## config.mk

```make
export PLATFORM = sky130hd
export DESIGN_NAME = lab2_mux_ctrl
export DESIGN_NICKNAME = d
export VERILOG_FILES = /design/src/rtl/lab2_pkg.sv /design/src/rtl/lab2_debounce.sv /design/src/rtl/lab2_mux_ctrl.sv
export SDC_FILE = /design/constraint.sdc
export NUM_CORES = 1
export LEC_CHECK = 0
export ABC_AREA = 1
export CORE_MARGIN = 3
export CORE_UTILIZATION = 66
export DETAILED_ROUTE_END_ITERATION = 10
export GPL_TIMING_DRIVEN = 0
export PLACE_DENSITY = 0.87
export SLEW_MARGIN = 10
export SYNTH_ARGS = -nofsm -noshare
export SYNTH_HDL_FRONTEND = slang
export SYNTH_SLANG_ARGS = --single-unit
```

## constraint.sdc

```tcl
create_clock -name clk -period 2.36 [get_ports clk]
set_input_delay 0.472 -clock clk [delete_from_list [all_inputs] [get_ports clk]]
set_output_delay 0.472 -clock clk [all_outputs]
set_load 0.005 [all_outputs]
```

## src/rtl/lab2_pkg.sv

```systemverilog
// Shared types and default timing constants for the lab 2 display-source controller.
package lab2_pkg;

    typedef enum logic {
        SHOW_S0 = 1'b0,
        SHOW_S1 = 1'b1
    } sel_state_t;

    localparam int DEBOUNCE_CYCLES_DEF = 1_000_000;
    localparam int DWELL_CYCLES_DEF    = 100_000_000;
    localparam int CNT_W_DEF           = 27;

endpackage

```

## src/rtl/lab2_debounce.sv

```systemverilog
// Push-button conditioner: 2-flop synchronizer, stable-level debounce and rising-edge pulse.
module lab2_debounce
    import lab2_pkg::*;
#(
    parameter int DEBOUNCE_CYCLES = DEBOUNCE_CYCLES_DEF,
    parameter int CNT_W           = CNT_W_DEF
) (
    input  logic clk,
    input  logic reset_n,
    input  logic btn_raw,
    output logic btn_db,
    output logic rise
);

    localparam logic [CNT_W-1:0] DB_TERM = CNT_W'(DEBOUNCE_CYCLES - 1);

    logic             sync1_q;
    logic             sync2_q;
    logic             db_q;
    logic             db_d;
    logic             db_prev_q;
    logic [CNT_W-1:0] cnt_q;
    logic [CNT_W-1:0] cnt_d;

    // The level is accepted only once it has differed for DEBOUNCE_CYCLES consecutive cycles.
    always_comb begin
        db_d  = db_q;
        cnt_d = '0;
        if (sync2_q != db_q) begin
            if (cnt_q == DB_TERM) begin
                db_d = sync2_q;
            end else begin
                cnt_d = cnt_q + CNT_W'(1);
            end
        end
    end

    always_ff @(posedge clk) begin
        if (!reset_n) begin
            sync1_q   <= 1'b0;
            sync2_q   <= 1'b0;
            db_q      <= 1'b0;
            db_prev_q <= 1'b0;
            cnt_q     <= '0;
        end else begin
            sync1_q   <= btn_raw;
            sync2_q   <= sync1_q;
            db_q      <= db_d;
            db_prev_q <= db_q;
            cnt_q     <= cnt_d;
        end
    end

    assign btn_db = db_q;
    assign rise   = db_q & ~db_prev_q;

endmodule

```

## src/rtl/lab2_mux_ctrl.sv

```systemverilog
// Select sequencer for the lab 2 display mux: debounced manual toggle plus an
// auto-alternate dwell timer, with a registered select and change pulse.
module lab2_mux_ctrl
    import lab2_pkg::*;
#(
    parameter int DEBOUNCE_CYCLES = DEBOUNCE_CYCLES_DEF,
    parameter int DWELL_CYCLES    = DWELL_CYCLES_DEF,
    parameter int CNT_W           = CNT_W_DEF
) (
    input  logic clk,
    input  logic reset_n,
    input  logic btn,
    input  logic auto_en,
    input  logic hold,
    output logic ctrl,
    output logic sel_changed
);

    localparam logic [CNT_W-1:0] DWELL_TERM = CNT_W'(DWELL_CYCLES - 1);

    sel_state_t       state_q;
    logic [CNT_W-1:0] dwell_cnt_q;
    logic [CNT_W-1:0] dwell_cnt_d;
    logic             btn_level;
    logic             btn_rise;
    logic             press;
    logic             dwell_expire;
    logic             toggle;

    lab2_debounce #(
        .DEBOUNCE_CYCLES (DEBOUNCE_CYCLES),
        .CNT_W           (CNT_W)
    ) u_debounce (
        .clk     (clk),
        .reset_n (reset_n),
        .btn_raw (btn),
        .btn_db  (btn_level),
        .rise    (btn_rise)
    );

    assign press        = btn_rise & btn_level;
    assign dwell_expire = auto_en & ~hold & (dwell_cnt_q == DWELL_TERM);
    assign toggle       = press | dwell_expire;

    // Any toggle, manual or automatic, restarts the dwell period.
    always_comb begin
        dwell_cnt_d = dwell_cnt_q;
        if (!auto_en || toggle) begin
            dwell_cnt_d = '0;
        end else if (!hold) begin
            dwell_cnt_d = dwell_cnt_q + CNT_W'(1);
        end
    end

    always_ff @(posedge clk) begin
        if (!reset_n) begin
            state_q     <= SHOW_S0;
            ctrl        <= 1'b0;
            sel_changed <= 1'b0;
            dwell_cnt_q <= '0;
        end else begin
            sel_changed <= toggle;
            dwell_cnt_q <= dwell_cnt_d;
            if (toggle) begin
                case (state_q)
                    SHOW_S0: begin
                        state_q <= SHOW_S1;
                        ctrl    <= 1'b1;
                    end
                    default: begin
                        state_q <= SHOW_S0;
                        ctrl    <= 1'b0;
                    end
                endcase
            end
        end
    end

endmodule

```

==> results of run 1 <==
## Yosys cell counts (3+ instances only)
master | number | area share [%]
a21oi_1 | 23 | 3.6
o21ai_0 | 3 | 0.47
xnor2_1 | 13 | 3.5
buf_6 | 5 | 1.8
xor2_1 | 11 | 3.0
nand3_2 | 4 | 1.2
nand2_1 | 135 | 16
nand4_1 | 8 | 1.6
nand2_2 | 6 | 1.2
nor2_4 | 6 | 2.1
or2_2 | 3 | 0.58
nor2_2 | 6 | 1.2
nor2_1 | 108 | 13
inv_1 | 49 | 5.7
dfxtp_1 | 60 | 37
nand3_1 | 29 | 4.5
## final timing paths
check	from	endpoint	slack [ps]	depth (start not counted)
worst min register to register	u_debounce.sync1_q	u_debounce.sync2_q	420	2
worst max register to register	u_debounce.cnt_q[0]	u_debounce.cnt_q[15]	670	7
worst max-delay path	u_debounce.cnt_q[0]	u_debounce.cnt_q[15]	670	7
worst min-delay path	hold	dwell_cnt_q[1]	400	3
## layer usage
| layer | vias up | wire length, microns | track usage, % |
|---|---|---|---|
| li1 | 1533 | - | - |
| met1 | 1387 | 2970 | 29.6 |
| met2 | 116 | 3750 | 48.5 |
| met3 | 29 | 371 | 6.73 |
| met4 | 0 | 274 | 18.6 |
| met5 | - | 0 | 0 |
## sequential cells by signal, summed over array words and instances, names as in the netlist
register and cells:
u_debounce.cnt_q 27, u_debounce.btn_db 1, u_debounce.db_prev_q 1, u_debounce.sync1_q 1, state_q 1, dwell_cnt_q 27, u_debounce.sync2_q 1, sel_changed 1
## report_power, final
group,switching (mW),internal [mW]
Clock,0.405,0.699
Combinational,0.0247,0.0162
Sequential,0.00220,1.02
## area by class of cell
class / instances / area, sq um / area share, %
Multi-Input combinational cell: 367 / 1760 / 49.3
Sequential cell: 60 / 1200 / 33.6
Inverter: 51 / 191 / 5.36
Clock buffer: 11 / 131 / 3.68
Clock inverter: 5 / 100 / 2.80
Tap cell: 65 / 81.3 / 2.28
Buffer: 5 / 56.3 / 1.58
Timing Repair Buffer: 5 / 50.0 / 1.40
## cells by family after synthesis
kind of cell | count (synthesis)
xor+xnor | 24
buf+inv | 56
flops | 60
compound gates | 28
simple gates | 313
fa+ha+maj | 2
## through the flow
step	hold WS (ps)	util (%)	worst slack, ps	total power, mW
final	397	78.8	673	2.16
after global routing	410	78.8	520	2.22
after CTS	392	78.8	671	2.18
after detailed placement	404	73.7	476	1.08
after global placement	394	73.7	503	1.08
after floorplan	390	-	978	1.07
## worst min-delay path, stage by stage
cell and delay (ps):
buf_6 120, nand2_1 50, a21oi_1 50
==> metrics.txt, run 1 <==
outcome finished, final reports clean; Avg Cell Area, Syn 6.65 sq um; Vias/cell 5.39; fill cell count 332; Max stage delay on crit path 390 ps; peak fanout along the critical path 10; peak supply drop roughly 0.51 mV; crit path launch type register; CTS sink count 60; final setup vio count 0; yosys warns 0; Initial Util between 70 and 80%; number of enable flip-flop cells after synthesis 0; drc violations 0; H-tree depth 3; clock period minus worst slack roughly 1700 ps; Pwr Density 605 nW/um^2; Compound-Gate Fraction of Synth Area 4.52%; Async SR Flop Fraction 0%; CTS Buf Count 9; total core area 4530 sq um; multiplexer share of the synthesized area 0%; clk_lat worst skew 340 ps; nets@finish between 500 and 600; DR iter-0 viols 226; Post-Synth Adder-Cell Area less than 1%; final wirelength approximately 7400 microns; RSZ-0062 raised after global routing false; Die Wd around 76 microns; largest family of logic cells by synthesized area simple AND/OR/NAND/NOR gates; Final ANT Viol Nets 0; first-pass GRT wire length 11,900 microns; Worst path most repeated cell nand3_2; Final Hold Fails 0; hold bufs inserted after CTS 0; Post-CTS Resized 0; fmax 0.593 GHz; Synth cell types 26; CTS tree built; xor and xnor area share after synthesis under 10%; Critical Path AT 1910 ps; # IOs 7; die height 75.7 microns; Slew @ Worst Pin 486 ps; most frequent cells in the layout nand2_1, nor2_1, dfxtp_1; delay-heaviest family, CP simple AND/OR/NAND/NOR gates; port bufs 5; # Max-Cap Violations 0; vias in the first global route 2,845; clk buf depth 2; Post-Syn Area 3210 sq um; Setup CP Type reg -> reg; Synth Flop Type dfxtp_1; Post-DP HPWL 5170 microns; postcts setup bufs 0; Slew Viols, Final 0; Rows 24; DR WL/cell 12.9 microns; total gr overflow 0; final cell count without fillers 569; Layout area overhead 11.3%; placed instance count roughly 550; GPL Wtd Cong slightly above 0.9; Total GRT Usage 27.9%; total iterations of the first detailed-routing run 5; Worst EP required 2590 ps; largest net degree at the start of global routing 11; die area around 5700 sq um; Slew headroom 67.5%; via count 3,065; commonest non-fill, non-tap cell in the layout nand2_1; Slowest-stage cell, CP dfxtp_1; setup TNS 0 ps; initial antenna violation count 0; register area share after synthesis roughly 37%; Simple-Gate Fraction of Synth Area 43.0%; Finished Cell Area 3570 sq um; layout cells sized above 1 9.72%; dpl cell area 3340 sq um; syn nets between 400 and 500; Hold Crit Class in -> reg; Leak 1.15 nW; WP buf/inv 1; crit path cell chain ha_1 -> nand3_2 -> nor3_2 -> nand3_2 -> nand2_4 -> buf_6 -> nor2_1; crit end category register; Period Utilization, post-route between 70% and 80%; Yosys reg bits 60; clock-pin slew on the worst setup and hold paths 70 ps; CTS root buf clkbuf_8; worst clock skew 9.47 ps; post-synthesis instance total 483; Inserted Diodes 0
(Power assumes the default switching activity.)
==> inputs of run 2 (changes only) <==
--- a/config.mk
+++ b/config.mk
@@ -7,10 +7,10 @@
 export LEC_CHECK = 0
 export ABC_AREA = 1
 export CORE_MARGIN = 3
-export CORE_UTILIZATION = 66
+export CORE_UTILIZATION = 62
 export DETAILED_ROUTE_END_ITERATION = 10
 export GPL_TIMING_DRIVEN = 0
-export PLACE_DENSITY = 0.87
+export PLACE_DENSITY = 0.83
 export SLEW_MARGIN = 10
 export SYNTH_ARGS = -nofsm -noshare
 export SYNTH_HDL_FRONTEND = slang
==> constraint.sdc (replaced) <==
create_clock -name clk -period 1.75 [get_ports clk]
set_input_delay 0.35 -clock clk [delete_from_list [all_inputs] [get_ports clk]]
set_output_delay 0.35 -clock clk [all_outputs]
set_load 0.005 [all_outputs]
==> metrics.txt, run 2 (synthesis results as in run 1) <==
switching share of power 21.2%; layout cells sized above 1 9.56%; clock period minus worst slack 1580 ps; Inserted Diodes 0; outcome finished, final reports clean; Max stage delay on crit path 390 ps; DR WL/cell 12.3 microns; Hold Crit Class in -> reg; total iterations of the first detailed-routing run 6; Setup WS pre-CTS -38.3 ps; Initial Util between 60% and 70%; # Max-Cap Violations 0; postcts setup bufs 0; most frequent cells in the layout nand2_1, nor2_1, dfxtp_1; Post-CTS Resized 0; Total GRT Usage 25.1%; Regs by FF count dwell_cnt_q x27, u_debounce.cnt_q x27; CTS root buf clkbuf_8; Net Switching 568 uW; die area 6080 sq um; fmax 0.635 GHz; Slew headroom a little over two thirds; # IOs 7; Worst EP required 1990 ps; final wirelength 7030 microns; Slew Viols, Final 0; CTS sink count 60; CTS tree built; GPL Wtd Cong 0.905; Final Hold Fails 0; total power 2.68 mW; initial antenna violation count 0; placed instance count ~560; WP buf/inv 1; DR iter-0 viols 183; Setup CP Type reg -> reg; Reg power frac approximately half; nets@finish 506; Layout area overhead 10.1%; delay-heaviest family, CP simple AND/OR/NAND/NOR gates; crit path launch type register; Pwr Density roughly 760 nW/um^2; Critical Path AT 1810 ps; Worst path most repeated cell nand3_2; commonest non-fill, non-tap cell in the layout nand2_1; Period Utilization, post-route 90.0%; peak fanout along the critical path 10; share of power burned in combinational logic around 2.0%; Finished Cell Area 3530 sq um; Rows 25; largest net degree at the start of global routing 11; clock power share 46.7%; Slew @ Worst Pin 451 ps; crit end category register; final worst slack ~170 ps; vias in the first global route between 2,000 and 3,000; hold bufs inserted after CTS 0; total core area 4850 sq um; drc violations 0; die height 78.0 microns; clk buf depth 2; clock-pin slew on the worst setup and hold paths 60 ps; crit path cell chain ha_1 -> nand3_2 -> nor3_2 -> nand3_2 -> nand2_4 -> buf_6 -> nor2_1; first-pass GRT wire length 12,300 microns; H-tree depth 3; peak supply drop just under 0.5 mV; worst clock skew around 5.9 ps; total gr overflow 0; Cell Int Power 2.11 mW; dpl cell area 3340 sq um; port bufs 5; via count around 3,000; CTS Buf Count 9; Vias/cell 5.18; Slowest-stage cell, CP dfxtp_1; RSZ-0062 raised after global routing false; final cell count without fillers between 500 and 600; Leak around 1.1 nW; Final ANT Viol Nets 0; clk_lat worst skew 340 ps; final setup vio count 0; WHS 283 ps; Post-DP HPWL ~5000 microns; Die Wd 78.0 microns
[run 2: cell types whose count changed in the layout (fill, tap and decap cells not counted)]
cell,previous run,this run
clkbuf_8,9,11
clkinv_2,2,1
bufinv_16,3,1
clkbuf_1,2,1
[run 2: final timing paths]
| check | from | slack [ps] | endpoint | cells past startpoint |
|---|---|---|---|---|
| worst max-delay path | u_debounce.cnt_q[0] | 170 | u_debounce.cnt_q[17] | 7 |
| worst min-delay path | hold | 280 | dwell_cnt_q[0] | 3 |
| worst min register to register | u_debounce.sync1_q | 410 | u_debounce.sync2_q | 2 |
| worst max register to register | u_debounce.cnt_q[0] | 170 | u_debounce.cnt_q[17] | 7 |
[run 2: power groups by stage]
stage                     registers, mW  clock network (mW)  logic (mW)
after floorplan                    1.40                   0      0.0359
after global placement             1.40                   0      0.0535
after detailed placement           1.40                   0      0.0546
after CTS                          1.37                1.25      0.0548
after global routing               1.37                1.31      0.0594
final                              1.37                1.25      0.0541
[run 2: metal layers]
metal	vias up	share of wire, %	track usage, %
met3	29	3.9	4.29
met4	0	3.4	14.5
li1	1522	-	-
met2	75	51	47.0
met1	1324	41	26.1
met5	-	0	0
[run 2: area by class of cell]
| class | instances | area (sq um) |
|---|---|---|
| multi-input combinational | 367 | 1760 |
| fill | 401 | 1310 |
| sequential | 60 | 1200 |
| inverter | 51 | 191 |
| clock buffer | 12 | 155 |
| tap | 67 | 83.8 |
| buffer | 5 | 56.3 |
| timing repair buffer | 5 | 50.0 |
| clock inverter | 2 | 35.0 |
[run 2: through the flow]
step           setup TNS, ps  utilization [%]
2_1_floorplan              0                -
3_3_place_gp            -544             69.0
3_5_place_dp            -594             69.0
4_1_cts                    0             72.9
5_1_grt                    0             72.9
6_report                   0             72.9
[run 2: worst register-to-register path: stages (launching register included)]
cell and delay [ps]:
dfxtp_1 390, ha_1 240, nand3_2 160, nor3_2 160, nand3_2 150, nand2_4 150
buf_6 170, nor2_1 60
==> RTL edit (config.mk and constraints of run 1) <==
The package constant `CNT_W_DEF` goes from 27 to 54.
--- a/src/rtl/lab2_pkg.sv
+++ b/src/rtl/lab2_pkg.sv
@@ -9,5 +9,5 @@
     localparam int DEBOUNCE_CYCLES_DEF = 1_000_000;
     localparam int DWELL_CYCLES_DEF    = 100_000_000;
-    localparam int CNT_W_DEF           = 27;
+    localparam int CNT_W_DEF           = 54;
 
 endpackage
Check against the original RTL: no difference found for any inputs over 10 cycles, from zero or initial values and one cycle with reset_n low; that may be too few to reach the edited logic, so the function may still have changed.
==> RTL edit against run 1 <==
Wire length grew to 2.6 times the old value; sequential share of layout area fell by 2.3 points; worst hold slack better by 36 ps; largest power group unchanged; power increased by 110%; design area up 100%; synthesized area increased by 100%; sequential cell count grew 54; synthesized cell count is 120% higher; worst setup slack lost 530 ps.
==> RTL edit: results (changes against run 1) <==
[critical_path]
ff2ff_path_depth = 8  ; +1
reg2reg_to = dwell_cnt_q[23]$_SDFFE_PP0N_
slowest_delay_ps = 370  ; -20 ps
arrival_ps = 2640  ; +730 ps
r2r_start = dwell_cnt_q[3]$_SDFFE_PP0N_
ff2ff_setup_slack_ps = 150  ; -530 ps

[outcome]
status = finished clean

[global_routing]
grt_pass1_wl_um = 30330  ; +150%
grt_max_degree = 17  ; +6
track_usage_pct = 34.88  ; +7.0 points
grt_pass1_vias = 6067  ; +110%
antenna_found_initial = 0  ; unchanged

[logic_synthesis]
async_reset_ff_share_pct = 0  ; unchanged
synth_nets = 1056  ; +120%
synth_warnings = 0  ; unchanged
yosysUniqueCellTypes = 31  ; +19%
synth_area_leaders = dfxtp_1 35%, nand2_1 17%, nor2_1 16%
yosysSeqAreaShare_pct = 35.10  ; -2.3 points
syn_area_per_cell_um2 = 6.199  ; -6.7%
netlist_top_cells_count = 298 x nand2_1, 276 x nor2_1, 114 x dfxtp_1

[worst_hold_path]
min-delay-path-class = flop to flop
whs_path_depth = 2  ; -1
hp-start = u_debounce.sync1_q$_SDFF_PN0_
holdPathEnd = u_debounce.sync2_q$_SDFF_PN0_

[cells_and_area]
largest_registers = dwell_cnt_q x54, u_debounce.cnt_q x54
nets = 1081  ; +110%
antenna_cells = 0  ; unchanged
layout.cells.non_filler = 1215  ; +110%
nFillCells = 760  ; +130%
drive_gt1_share_pct = 5.617  ; -4.1 points

[placement]
io_buffers = 6  ; +1
gp_congestion = 1.015  ; +9.2%
post-dp-hpwl_um = 14180  ; +170%

[routing]
wirelength_um = 18870  ; +160%
viasPerCell = 5.595  ; +3.9%
drt_iter0_drc = 771  ; +240%
dr.pass1.iters = 5  ; unchanged

[power_and_ir_drop]
p_comb_share_pct = 1.3  ; -0.6 points
leakage_uw = 0.002287  ; +99%
p_int_uw = 3551  ; +110%
pwr.group.clock_uw = 2490  ; +130%
ir_drop_mv = 0.5596  ; +11%

[sta]
max_slew_margin_pct = 54.40  ; -13 points
holdWs_ps = 433.0  ; +35.68 ps
skew_ps = 9.500  ; +0.03387 ps

[clocking]
cts_root_buffer = clkbuf_8
clk_latency_ps = 540  ; +200 ps
path_clk_slew_ps = 60
cts_buffers = 17  ; +8
h-tree-depth = 4  ; +1

## RTL edit: cell types whose count changed after synthesis, sizes merged, moves of 5 or more
cell,before,now
xor2,11,29
nand4,8,41
a21oi,23,37
nor2,120,284
nor3,1,21
nand2,142,300
xnor2,13,21
dfxtp,60,114
nand3,34,65
buf,5,10
inv,51,100
## RTL edit: layout make-up
cell class | count | area [um2] | area share, %
Inverter | 100 | 375.4 | 5.147
Clock buffer | 26 | 488.0 | 6.691
Timing Repair Buffer | 6 | 60.06 | 0.8235
Sequential cell | 114 | 2283 | 31.31
Tap cell | 129 | 161.4 | 2.213
Clock inverter | 5 | 75.07 | 1.029
Buffer | 10 | 81.33 | 1.115
Multi-Input combinational cell | 825 | 3769 | 51.67
## RTL edit: logic make-up (layout without fill, tap and decap cells)
family	count (synthesis)	count (layout)	synth area share, %
xor gates and xnor gates	50	50	6.735
adders and majority gates	2	2	0.3848
and+or+nand+nor	726	726	47.03
buffers and inverters	110	147	7.023
DFF	114	114	35.10
AOI/OAI and AO/OA	47	47	3.733
## RTL edit: stage by stage
stage	worst slack [ps]	util, %	power (uW)	cell area, um2	setup TNS, ps
2_1_floorplan	689.6	-	2003	6502	0
3_3_place_gp	-233.8	71.42	2029	6724	-9380
3_5_place_dp	-266.6	71.42	2030	6724	-10330
4_1_cts	98.24	77.40	4474	7287	0
5_1_grt	49.99	77.46	4571	7293	0
6_report	145.3	77.46	4480	7293	0
## RTL edit: what timing repair did
| action | 4_1_cts | 5_1_grt |
|---|---|---|
| gates resized for setup | 0 | 3 |
| setup endpoints to repair | 0 | 3 |
| buffers inserted | 0 | 0 |
## RTL edit: critical path: cells and delay by family (launching register included)
family,cells,cell delay (ps)
buffers and inverters,1,350
flip-flops,1,370
AND/OR/NAND/NOR,7,1380
## RTL edit: metal layers
metal  GRT usage [%]  up-vias  part of all wire [%]  wire length, um
li1                -     3380                     -                -
met1           50.23     3021                    44             8361
met2           51.09      354                    41             7795
met3           9.737       43                    12             2348
met4           9.747        0                   1.9              365
met5               0        -                     0                0
## RTL edit: worst max path at each step
stage | end | startpoint | slack, ps
final | dwell_cnt_q[23]$_SDFFE_PP0N_ | dwell_cnt_q[3]$_SDFFE_PP0N_ | 150
after global routing | dwell_cnt_q[33]$_SDFFE_PP0N_ | dwell_cnt_q[3]$_SDFFE_PP0N_ | 50
after CTS | u_debounce.cnt_q[36]$_SDFF_PP0_ | u_debounce.cnt_q[0]$_SDFF_PP0_ | 100
after detailed placement | dwell_cnt_q[23]$_SDFFE_PP0N_ | hold | -270
after global placement | dwell_cnt_q[23]$_SDFFE_PP0N_ | hold | -230
after floorplan | u_debounce.cnt_q[36]$_SDFF_PP0_ | u_debounce.cnt_q[0]$_SDFF_PP0_ | 690
